<file path="config.mk">
export PLATFORM = sky130hd
export DESIGN_NAME = idat_byte_pack
export DESIGN_NICKNAME = d
export VERILOG_FILES = /design/src/rtl/idat_byte_pack.sv
export SDC_FILE = /design/constraint.sdc
export NUM_CORES = 1
export LEC_CHECK = 0
export CAP_MARGIN = 20
export CORE_ASPECT_RATIO = 0.75
export CORE_MARGIN = 10
export CORE_UTILIZATION = 45
export DETAILED_ROUTE_END_ITERATION = 10
export HOLD_SLACK_MARGIN = 0.08
export PLACE_DENSITY = 0.67
export SYNTH_ARGS = -nofsm -noshare
export SYNTH_HDL_FRONTEND = slang
export SYNTH_SLANG_ARGS = --single-unit
</file>
<file path="constraint.sdc">
create_clock -name clk -period 5.4 [get_ports clk]
set_clock_uncertainty 0.1 [all_clocks]
set_input_delay 1.08 -clock clk [delete_from_list [all_inputs] [get_ports clk]]
set_output_delay 1.08 -clock clk [all_outputs]
set_load 0.01 [all_outputs]
</file>
<file path="src/rtl/idat_byte_pack.sv">
// Packs the byte-serial zlib stream into 32-bit big-endian words for the IDAT
// CRC32 stage, tracks the payload length and buffers words in a 2-entry FIFO.
module idat_byte_pack #(
  parameter int DATA_WD  = 32,
  parameter int NUM_WD   = 2,
  parameter int LEN_WD   = 32,
  parameter int FIFO_DEP = 2
) (
  input  logic               clk,
  input  logic               rstn,
  input  logic               start_i,
  input  logic               val_i,
  input  logic [7:0]         dat_i,
  input  logic               lst_i,
  output logic               rdy_o,
  output logic               val_o,
  output logic [DATA_WD-1:0] dat_o,
  output logic [NUM_WD-1:0]  num_o,
  output logic               lst_o,
  input  logic               rdy_i,
  output logic [LEN_WD-1:0]  len_o,
  output logic               done_o
);

  typedef enum logic [1:0] {
    ST_IDLE  = 2'd0,
    ST_PACK  = 2'd1,
    ST_DRAIN = 2'd2,
    ST_DONE  = 2'd3
  } state_t;

  state_t             r_state;
  state_t             w_state_nxt;
  logic [1:0]         r_lane;
  logic [DATA_WD-1:0] r_acc;
  logic [LEN_WD-1:0]  r_len;
  logic [DATA_WD-1:0] r_fifo_dat [FIFO_DEP];
  logic [NUM_WD-1:0]  r_fifo_num [FIFO_DEP];
  logic               r_fifo_lst [FIFO_DEP];
  logic               r_wptr;
  logic               r_rptr;
  logic [1:0]         r_cnt;

  logic               w_rdy;
  logic               w_accept;
  logic               w_push;
  logic               w_pop;
  logic               w_clear;
  logic [DATA_WD-1:0] w_word;

  // Lane 0 is the most significant byte, so the first byte lands in [31:24].
  function automatic logic [DATA_WD-1:0] f_lane_insert(
    input logic [DATA_WD-1:0] acc,
    input logic [1:0]         lane,
    input logic [7:0]         byte_in
  );
    logic [DATA_WD-1:0] word;
    word = acc;
    case (lane)
      2'd0:    word[31:24] = byte_in;
      2'd1:    word[23:16] = byte_in;
      2'd2:    word[15:8]  = byte_in;
      2'd3:    word[7:0]   = byte_in;
      default: word        = acc;
    endcase
    return word;
  endfunction

  // Ready depends only on state and FIFO occupancy, never on val_i or rdy_i.
  assign w_rdy    = (r_state == ST_PACK) && (r_cnt < 2'(FIFO_DEP));
  assign w_accept = w_rdy && val_i;
  assign w_word   = f_lane_insert(r_acc, r_lane, dat_i);
  assign w_push   = w_accept && ((r_lane == 2'd3) || lst_i);
  assign w_pop    = (r_cnt != 2'd0) && rdy_i;
  assign w_clear  = (r_state == ST_IDLE) && start_i;

  // Next-state logic; DRAIN leaves on the cycle the last word is popped.
  always_comb begin
    w_state_nxt = r_state;
    case (r_state)
      ST_IDLE: begin
        if (start_i) w_state_nxt = ST_PACK;
        else         w_state_nxt = ST_IDLE;
      end
      ST_PACK: begin
        if (w_accept && lst_i) w_state_nxt = ST_DRAIN;
        else                   w_state_nxt = ST_PACK;
      end
      ST_DRAIN: begin
        if ((r_cnt == 2'd0) || ((r_cnt == 2'd1) && w_pop)) w_state_nxt = ST_DONE;
        else                                               w_state_nxt = ST_DRAIN;
      end
      ST_DONE:  w_state_nxt = ST_IDLE;
      default:  w_state_nxt = ST_IDLE;
    endcase
  end

  // State register.
  always_ff @(posedge clk or negedge rstn) begin
    if (!rstn) r_state <= ST_IDLE;
    else       r_state <= w_state_nxt;
  end

  // Byte lane counter and partial-word accumulator.
  always_ff @(posedge clk or negedge rstn) begin
    if (!rstn) begin
      r_lane <= 2'd0;
      r_acc  <= '0;
    end else if (w_clear) begin
      r_lane <= 2'd0;
      r_acc  <= '0;
    end else if (w_accept) begin
      if (w_push) begin
        r_lane <= 2'd0;
        r_acc  <= '0;
      end else begin
        r_lane <= r_lane + 2'd1;
        r_acc  <= w_word;
      end
    end
  end

  // Payload byte counter; wraps silently.
  always_ff @(posedge clk or negedge rstn) begin
    if (!rstn)         r_len <= '0;
    else if (w_clear)  r_len <= '0;
    else if (w_accept) r_len <= r_len + LEN_WD'(1);
  end

  // Output FIFO; a simultaneous push and pop leaves the count unchanged.
  always_ff @(posedge clk or negedge rstn) begin
    if (!rstn) begin
      r_wptr <= 1'b0;
      r_rptr <= 1'b0;
      r_cnt  <= 2'd0;
      for (int i = 0; i < FIFO_DEP; i++) begin
        r_fifo_dat[i] <= '0;
        r_fifo_num[i] <= '0;
        r_fifo_lst[i] <= 1'b0;
      end
    end else if (w_clear) begin
      r_wptr <= 1'b0;
      r_rptr <= 1'b0;
      r_cnt  <= 2'd0;
      for (int i = 0; i < FIFO_DEP; i++) begin
        r_fifo_dat[i] <= '0;
        r_fifo_num[i] <= '0;
        r_fifo_lst[i] <= 1'b0;
      end
    end else begin
      if (w_push) begin
        r_fifo_dat[r_wptr] <= w_word;
        r_fifo_num[r_wptr] <= r_lane;
        r_fifo_lst[r_wptr] <= lst_i;
        r_wptr             <= ~r_wptr;
      end
      if (w_pop) begin
        r_rptr <= ~r_rptr;
      end
      case ({w_push, w_pop})
        2'b10:   r_cnt <= r_cnt + 2'd1;
        2'b01:   r_cnt <= r_cnt - 2'd1;
        default: r_cnt <= r_cnt;
      endcase
    end
  end

  // Head of the FIFO is presented only while it holds a word.
  assign rdy_o  = w_rdy;
  assign val_o  = (r_cnt != 2'd0);
  assign dat_o  = val_o ? r_fifo_dat[r_rptr] : '0;
  assign num_o  = val_o ? r_fifo_num[r_rptr] : '0;
  assign lst_o  = val_o ? r_fifo_lst[r_rptr] : 1'b0;
  assign len_o  = r_len;
  assign done_o = (r_state == ST_DONE);

endmodule

</file>
==> impl_metrics.py, run 1 <==
metrics = {
    "global_routing": {
        "grt_max_degree": 111,
        "grt.busiest_layer": "met2",
        "grt_pass1_wl_mm": 27.32,
        "grt_pass1_vias": 5126,
        "use_met3_pct": 5.074,
        "grtUsageMet1_pct": 21.93,
        "track_usage_pct": 16.09,
        "grt-ovfl-total": 0,
        "grtUsageMet2_pct": 24.34,
        "grt_antenna_before_repair": 0,
    },
    "power": {
        "ir_drop_mv": 0.2675,
        "pwr-share-comb_pct": 29.5,
        "seqPwrFrac_pct": 36.5,
        "clkPwrFrac_pct": 34.0,
        "power_density_nw_per_um2": 457.6,
        "intPower_mw": 2.618,
        "switching_share_pct": 32.54,
        "switchingPower_mw": 1.263,
        "p_leak_nw": 3.639,
    },
    "clock_tree": {
        "clk_pin_slew_worst_paths_ps": 60,
        "cts_max_level": 4,
        "clk_path_buf_depth": 2,
        "cts_setup_buffers": 0,
        "ctsResizeCount": 0,
        "clkLatencyLatePin_ps": 410,
        "clkSinkCount": 142,
        "cts_tree": "yes",
        "cts_hold_buf": 0,
        "cts_root_buf": "clkbuf_16",
        "cts_buffers": 17,
    },
    "final_layout": {
        "drive_gt1_share_pct": 7.619,
        "fillers": 1255,
        "area_growth_pct": 24.35,
        "finalNetCount": 744,
        "n_antenna_cell": 0,
        "multiInputGateArea_um2": 3012,
        "stdcell_count": 935,
        "stdcell_area_um2": 8479,
        "register_area_um2": 3555,
    },
    "synthesis": {
        "ys_top_cells_by_area": "dfrtp_1, mux2i_1, nand3_1, o21ai_0, a32o_1",
        "avgSynthCellArea_um2": 10.27,
        "async_reset_ff_share_pct": 100.0,
        "synth.yosys.seq_area_share_pct": 52.11,
        "synth_edf_count": 0,
        "synthesis.nets": 685,
        "synthCells": 664,
        "synth-seq-cells": 142,
        "yosysWarnings": 0,
        "synth_top_cell_by_area": "dfrtp_1",
        "synth_top_area_share_pct": 52.11,
        "synth.most_common_cell": "dfrtp_1",
        "ys_top_cells_by_count": "dfrtp_1, nand3_1, mux2i_1, o21ai_0, nor2_1",
        "yosysUniqueCellTypes": 45,
        "ys.flop_type": "dfrtp_1",
        "syn_area_um2": 6819,
    },
    "sta": {
        "fin_crit_sh_pct": 63.30,
        "finalCriticalPeriod_ps": 3418,
        "finalMaxSlewViolations": 0,
        "setup_violations": 0,
        "max_freq_mhz": 292.5,
        "setup-tns-final_ps": 0,
        "relSlewSlack_pct": 40.90,
        "worstMarginPinSlew_ps": 886.5,
        "hold_viol": 0,
        "rsz0062_at_grt": "false",
    },
    "floorplanning": {
        "coreArea_um2": 14640,
        "dieWidth_um": 162.1,
        "start_util_pct": 46.57,
        "ios": 84,
        "die_h_um": 126.6,
        "placementRows": 38,
        "die_area_um2": 20530,
    },
    "detailed_routing": {
        "routedWlPerCell_um": 18.00,
        "drtAntennaViolNets": 0,
        "drt_iter0_markers": 463,
        "drc_errors": 0,
        "vias_per_cell": 5.844,
        "num_vias": 5464,
        "dr.pass1.iters": 5,
        "routed_wl_mm": 16.83,
    },
    "placed_design": {
        "hpwl_mm": 10.95,
        "place_area_um2": 7731,
        "dp.cells": 900,
        "port_buffers": 83,
        "gp_congestion": 0.8610,
    },
    "worst_setup_path": {
        "setup.worst_path.class": "flop to output pin",
        "worstPathMaxFanout": 20,
        "critPathRequiredTime_ps": 4220,
        "end_kind": "output pin",
        "cp.arrival_ps": 2240,
        "setup.worst_path.start_class": "flop",
    },
    "flow_run": {
        "max_cap_viol_count": 0,
    },
    "status": {
        "status": "complete, no violations",
    },
    "min_path": {
        "hp-class": "flop to flop",
    },
}
-- worst max-delay path, cell delays in order (launching register included) --
cell,delay (ps)
dfrtp_2,730
buf_12,270
mux2i_1,240
nor2_1,70
clkdlybuf4s50_1,500
-- path summary, 6_finish.rpt --
path                       startpoint        endpoint  slack [ps]  cells after the start
max                            r_rptr       dat_o[30]        1980                      4
min                         len_o[31]       len_o[31]         380                      1
max in group asynchronous        rstn  r_fifo_dat[40]        3590                      3
min in group asynchronous        rstn        len_o[7]         480                      1
min reg2reg                 len_o[31]       len_o[31]         380                      1
max reg2reg                      flop       len_o[29]        2730                      4
-- logic make-up (layout without fill, tap and decap cells) --
logic type / count (synthesis) / after routing / share of synthesized area [%]
AOI/OAI and AO/OA: 143 / 143 / 13.10
xor gates and xnor gates: 14 / 14 / 1.798
and+or+nand+nor: 225 / 225 / 17.39
muxes: 71 / 71 / 10.42
buffers and inverters: 62 / 133 / 3.890
adders and majority gates: 7 / 7 / 1.284
DFF: 142 / 142 / 52.11
-- metrics by stage --
step	hold WS, ps	power (mW)	util [%]	worst slack, ps
after floorplan	365.1	2.162	-	2769
after global placement	367.3	2.513	52.79	1704
after detailed placement	375.3	2.556	52.79	1627
after CTS	382.9	3.883	57.37	1652
after global routing	402.2	4.093	57.90	1847
final	381.2	3.880	57.90	1982
-- placed cells by master (no fill, tap or decap), drive strengths merged, types with 11 or more instances in the layout --
cell	count
or4	12
o31ai	11
clkdlybuf4s50	82
nand3	81
a32o	24
buf	12
mux2i	71
o21ai	79
clkbuf	20
nand2	21
nand4	14
dfrtp	142
and3	11
nor2	51
a21oi	20
-- registers in the layout, indices dropped and copies added (netlist names), named ones only --
register    flops
r_fifo_num      4
r_rptr          1
r_state         1
r_fifo_lst      2
r_acc          32
r_fifo_dat     64
len_o          32
r_wptr          1
r_lane          2
r_cnt           2
-- cell type report --
cell class,count,share of cell area [%]
well taps,200,2.951
clock buffers,20,5.386
clock inverters,11,2.508
flip-flops and latches,142,41.92
multi-input cells,460,35.52
inverters,8,0.3541
repair buffers,94,11.36
-- routing by layer --
layer	vias to the layer above	share of wire, %
li1	2559	-
met3	8	6.8
met2	175	46
met4	0	0.75
met5	-	0
met1	2722	46
-- power by group through the flow --
stage	registers, mW	logic [mW]	clock network [mW]
after global placement	1.46	1.06	0
after detailed placement	1.47	1.09	0
final	1.41	1.15	1.32
after global routing	1.44	1.26	1.39
after floorplan	1.37	0.797	0
after CTS	1.45	1.10	1.34
No activity file was read; power rests on OpenSTA's default activity.
==> run 2, diff against run 1 <==
==> constraint.sdc (replaced) <==
create_clock -name clk -period 3.4 [get_ports clk]
set_clock_uncertainty 0.1 [all_clocks]
set_input_delay 0.68 -clock clk [delete_from_list [all_inputs] [get_ports clk]]
set_output_delay 0.68 -clock clk [all_outputs]
set_load 0.01 [all_outputs]
==> run 2 against run 1 <==
  * Combinational power increased by 64%
  * Critical path depth increased by 1
  * Die area unchanged
  * Largest cell class unchanged
  * Sequential cell count is the same
  * Final area down 0.30%
  * Largest power group unchanged
  * Global-route usage is 1.3 points higher
  * Register-to-register slack worse by 1700 ps
  * Power increased by 57%
  * Via count hardly changed
  * Sequential share of layout area increased by 0.12 points
  * Critical path type unchanged
  * Routed wire length increased by 4.3%
==> impl_metrics.py, run 2 (synthesis results as in run 1) <==
metrics = {
    "final_layout": {
        "layout_commonest_cell": "dfrtp_1",
        "finalNetCount": 751,
        "regMostFlops": "r_fifo_dat",
        "largest_register_ffs": 64,
        "drive_gt1_share_pct": 8.210,
        "final_cell_mix": "dfrtp_1, clkdlybuf4s50_1, nand3_1",
        "area_growth_pct": 23.98,
        "fin_util_pct": 57.73,
        "n_antenna_cell": 0,
    },
    "clock_tree": {
        "cts_tree": "yes",
        "cts_max_level": 4,
        "clkLatencyLatePin_ps": 420,
        "clkSinkCount": 142,
        "clk_pin_slew_worst_paths_ps": 60,
        "cts_buffers": 17,
        "cts_root_buf": "clkbuf_16",
        "cts_setup_buffers": 0,
        "clk_path_buf_depth": 2,
        "cts_hold_buf": 0,
        "ctsResizeCount": 0,
    },
    "worst_setup_path": {
        "cp_slowest_cell": "clkdlybuf4s50_1",
        "rr_worst_depth": 5,
        "slowest_delay_ps": 490,
        "critPathRequiredTime_ps": 2620,
        "crit_end": "num_o[1]",
        "end_kind": "output pin",
        "cp.arrival_ps": 2300,
        "r2r_end": "r_acc[17]",
        "crit_path_cell_trace": "inv_1 -> ha_2 -> buf_4 -> nor2_1 -> clkdlybuf4s50_1",
        "setup.worst_path.start_class": "flop",
        "worstPathMaxFanout": 22,
        "r2r_slack_ps": 1020,
        "startpoint": "r_cnt[1]",
        "setup.worst_path.class": "flop to output pin",
    },
    "floorplanning": {
        "placementRows": 38,
        "die_area_um2": 20530,
        "dieWidth_um": 162.1,
        "die_h_um": 126.6,
        "ios": 84,
        "start_util_pct": 46.57,
        "coreArea_um2": 14640,
    },
    "sta": {
        "rsz0062_at_grt": "false",
        "finalMaxSlewViolations": 0,
        "worstMarginPinSlew_ps": 792.2,
        "hold_viol": 0,
        "setup_violations": 0,
        "fin_ws_ps": 318.6,
        "relSlewSlack_pct": 47.19,
        "fin_crit_sh_pct": 90.63,
        "finalCriticalPeriod_ps": 3081,
        "hold_slack_ps": 129.6,
        "setup-tns-final_ps": 0,
        "max_freq_mhz": 324.5,
    },
    "power": {
        "ir_drop_mv": 0.3994,
        "power_mw": 6.103,
        "power_density_nw_per_um2": 721.9,
        "p_leak_nw": 3.644,
    },
    "status": {
        "status": "complete, no violations",
    },
    "detailed_routing": {
        "vias_per_cell": 5.797,
        "drtAntennaViolNets": 0,
        "dr.pass1.iters": 4,
        "routedWlPerCell_um": 18.62,
        "num_vias": 5467,
        "drc_errors": 0,
        "routed_wl_mm": 17.56,
        "drt_iter0_markers": 479,
    },
    "placed_design": {
        "hpwl_mm": 12.03,
        "gp_congestion": 0.8083,
        "preCtsSetupSlack_ps": 397.6,
        "port_buffers": 83,
    },
    "flow_run": {
        "max_cap_viol_count": 0,
    },
    "global_routing": {
        "grt_max_degree": 66,
        "grt_pass1_wl_mm": 28.96,
        "grt_pass1_vias": 5476,
        "grt_antenna_before_repair": 0,
        "track_usage_pct": 17.36,
        "grt-ovfl-total": 0,
    },
    "min_path": {
        "hp-class": "input pin to async pin",
    },
}
## run 2: cell types whose count changed in the layout (fill, tap and decap cells not counted), moves of 2 or more
cell	change
clkbuf_1	+4
buf_12	-2
clkbuf_8	+3
buf_4	+11
clkinvlp_4	-3
bufinv_16	-2
## run 2: area by class of cell
| class | instances | area [um^2] |
|---|---|---|
| Clock buffer | 27 | 513.0 |
| Clock inverter | 5 | 125.1 |
| Fill cell | 1260 | 6190 |
| Inverter | 8 | 30.03 |
| Multi-Input combinational cell | 460 | 3014 |
| Sequential cell | 142 | 3555 |
| Tap cell | 200 | 250.2 |
| Timing Repair Buffer | 101 | 967.2 |
## run 2: worst max-delay path: cells and delay by family (launching register included)
kind | cells | cell delay, ps
adder cells (fa/ha/maj) | 1 | 410
buffers and inverters | 3 | 940
flip-flops | 1 | 420
AND/OR/NAND/NOR | 1 | 90
## run 2: worst min path at each step
stage	start	end	slack [ps]	cells past startpoint
global placement	len_o[31]	len_o[31]	360	1
global route	rstn	len_o[4]	170	1
floorplan	rstn	async pin	280	0
finish	rstn	len_o[4]	130	1
CTS	rstn	len_o[2]	160	1
detailed placement	r_acc[29]	r_acc[29]	380	1
## run 2: per-layer routing
layer	wire, um	up-vias	share of wire, %	GRT usage [%]
met5	0	-	0	0
met3	755	19	4.3	3.878
met4	265	0	1.5	6.353
met1	8351	2775	48	24.02
met2	8182	107	47	26.13
li1	-	2566	-	-
## run 2: power by group
group | switching [mW] | total [mW] | internal [mW]
Clock | 0.680 | 2.01 | 1.33
Combinational | 1.13 | 1.89 | 0.762
Sequential | 0.214 | 2.20 | 1.99
Total | 2.03 | 6.10 | 4.08
## run 2: through the flow
step                instances  area [um^2]
floorplan                 664         6819
global placement          911         7814
detailed placement        911         7814
CTS                       943         8452
global route              943         8454
finish                    943         8454
==> run 3, diff against run 2 <==
--- a/config.mk
+++ b/config.mk
@@ -5,7 +5,7 @@
 export SDC_FILE = /design/constraint.sdc
 export NUM_CORES = 1
 export LEC_CHECK = 0
-export CAP_MARGIN = 20
+export CAP_MARGIN = 30
 export CORE_ASPECT_RATIO = 0.75
 export CORE_MARGIN = 10
 export CORE_UTILIZATION = 45
==> results of run 3 <==
Final layout, timing and power as in run 2 (identical DEF).
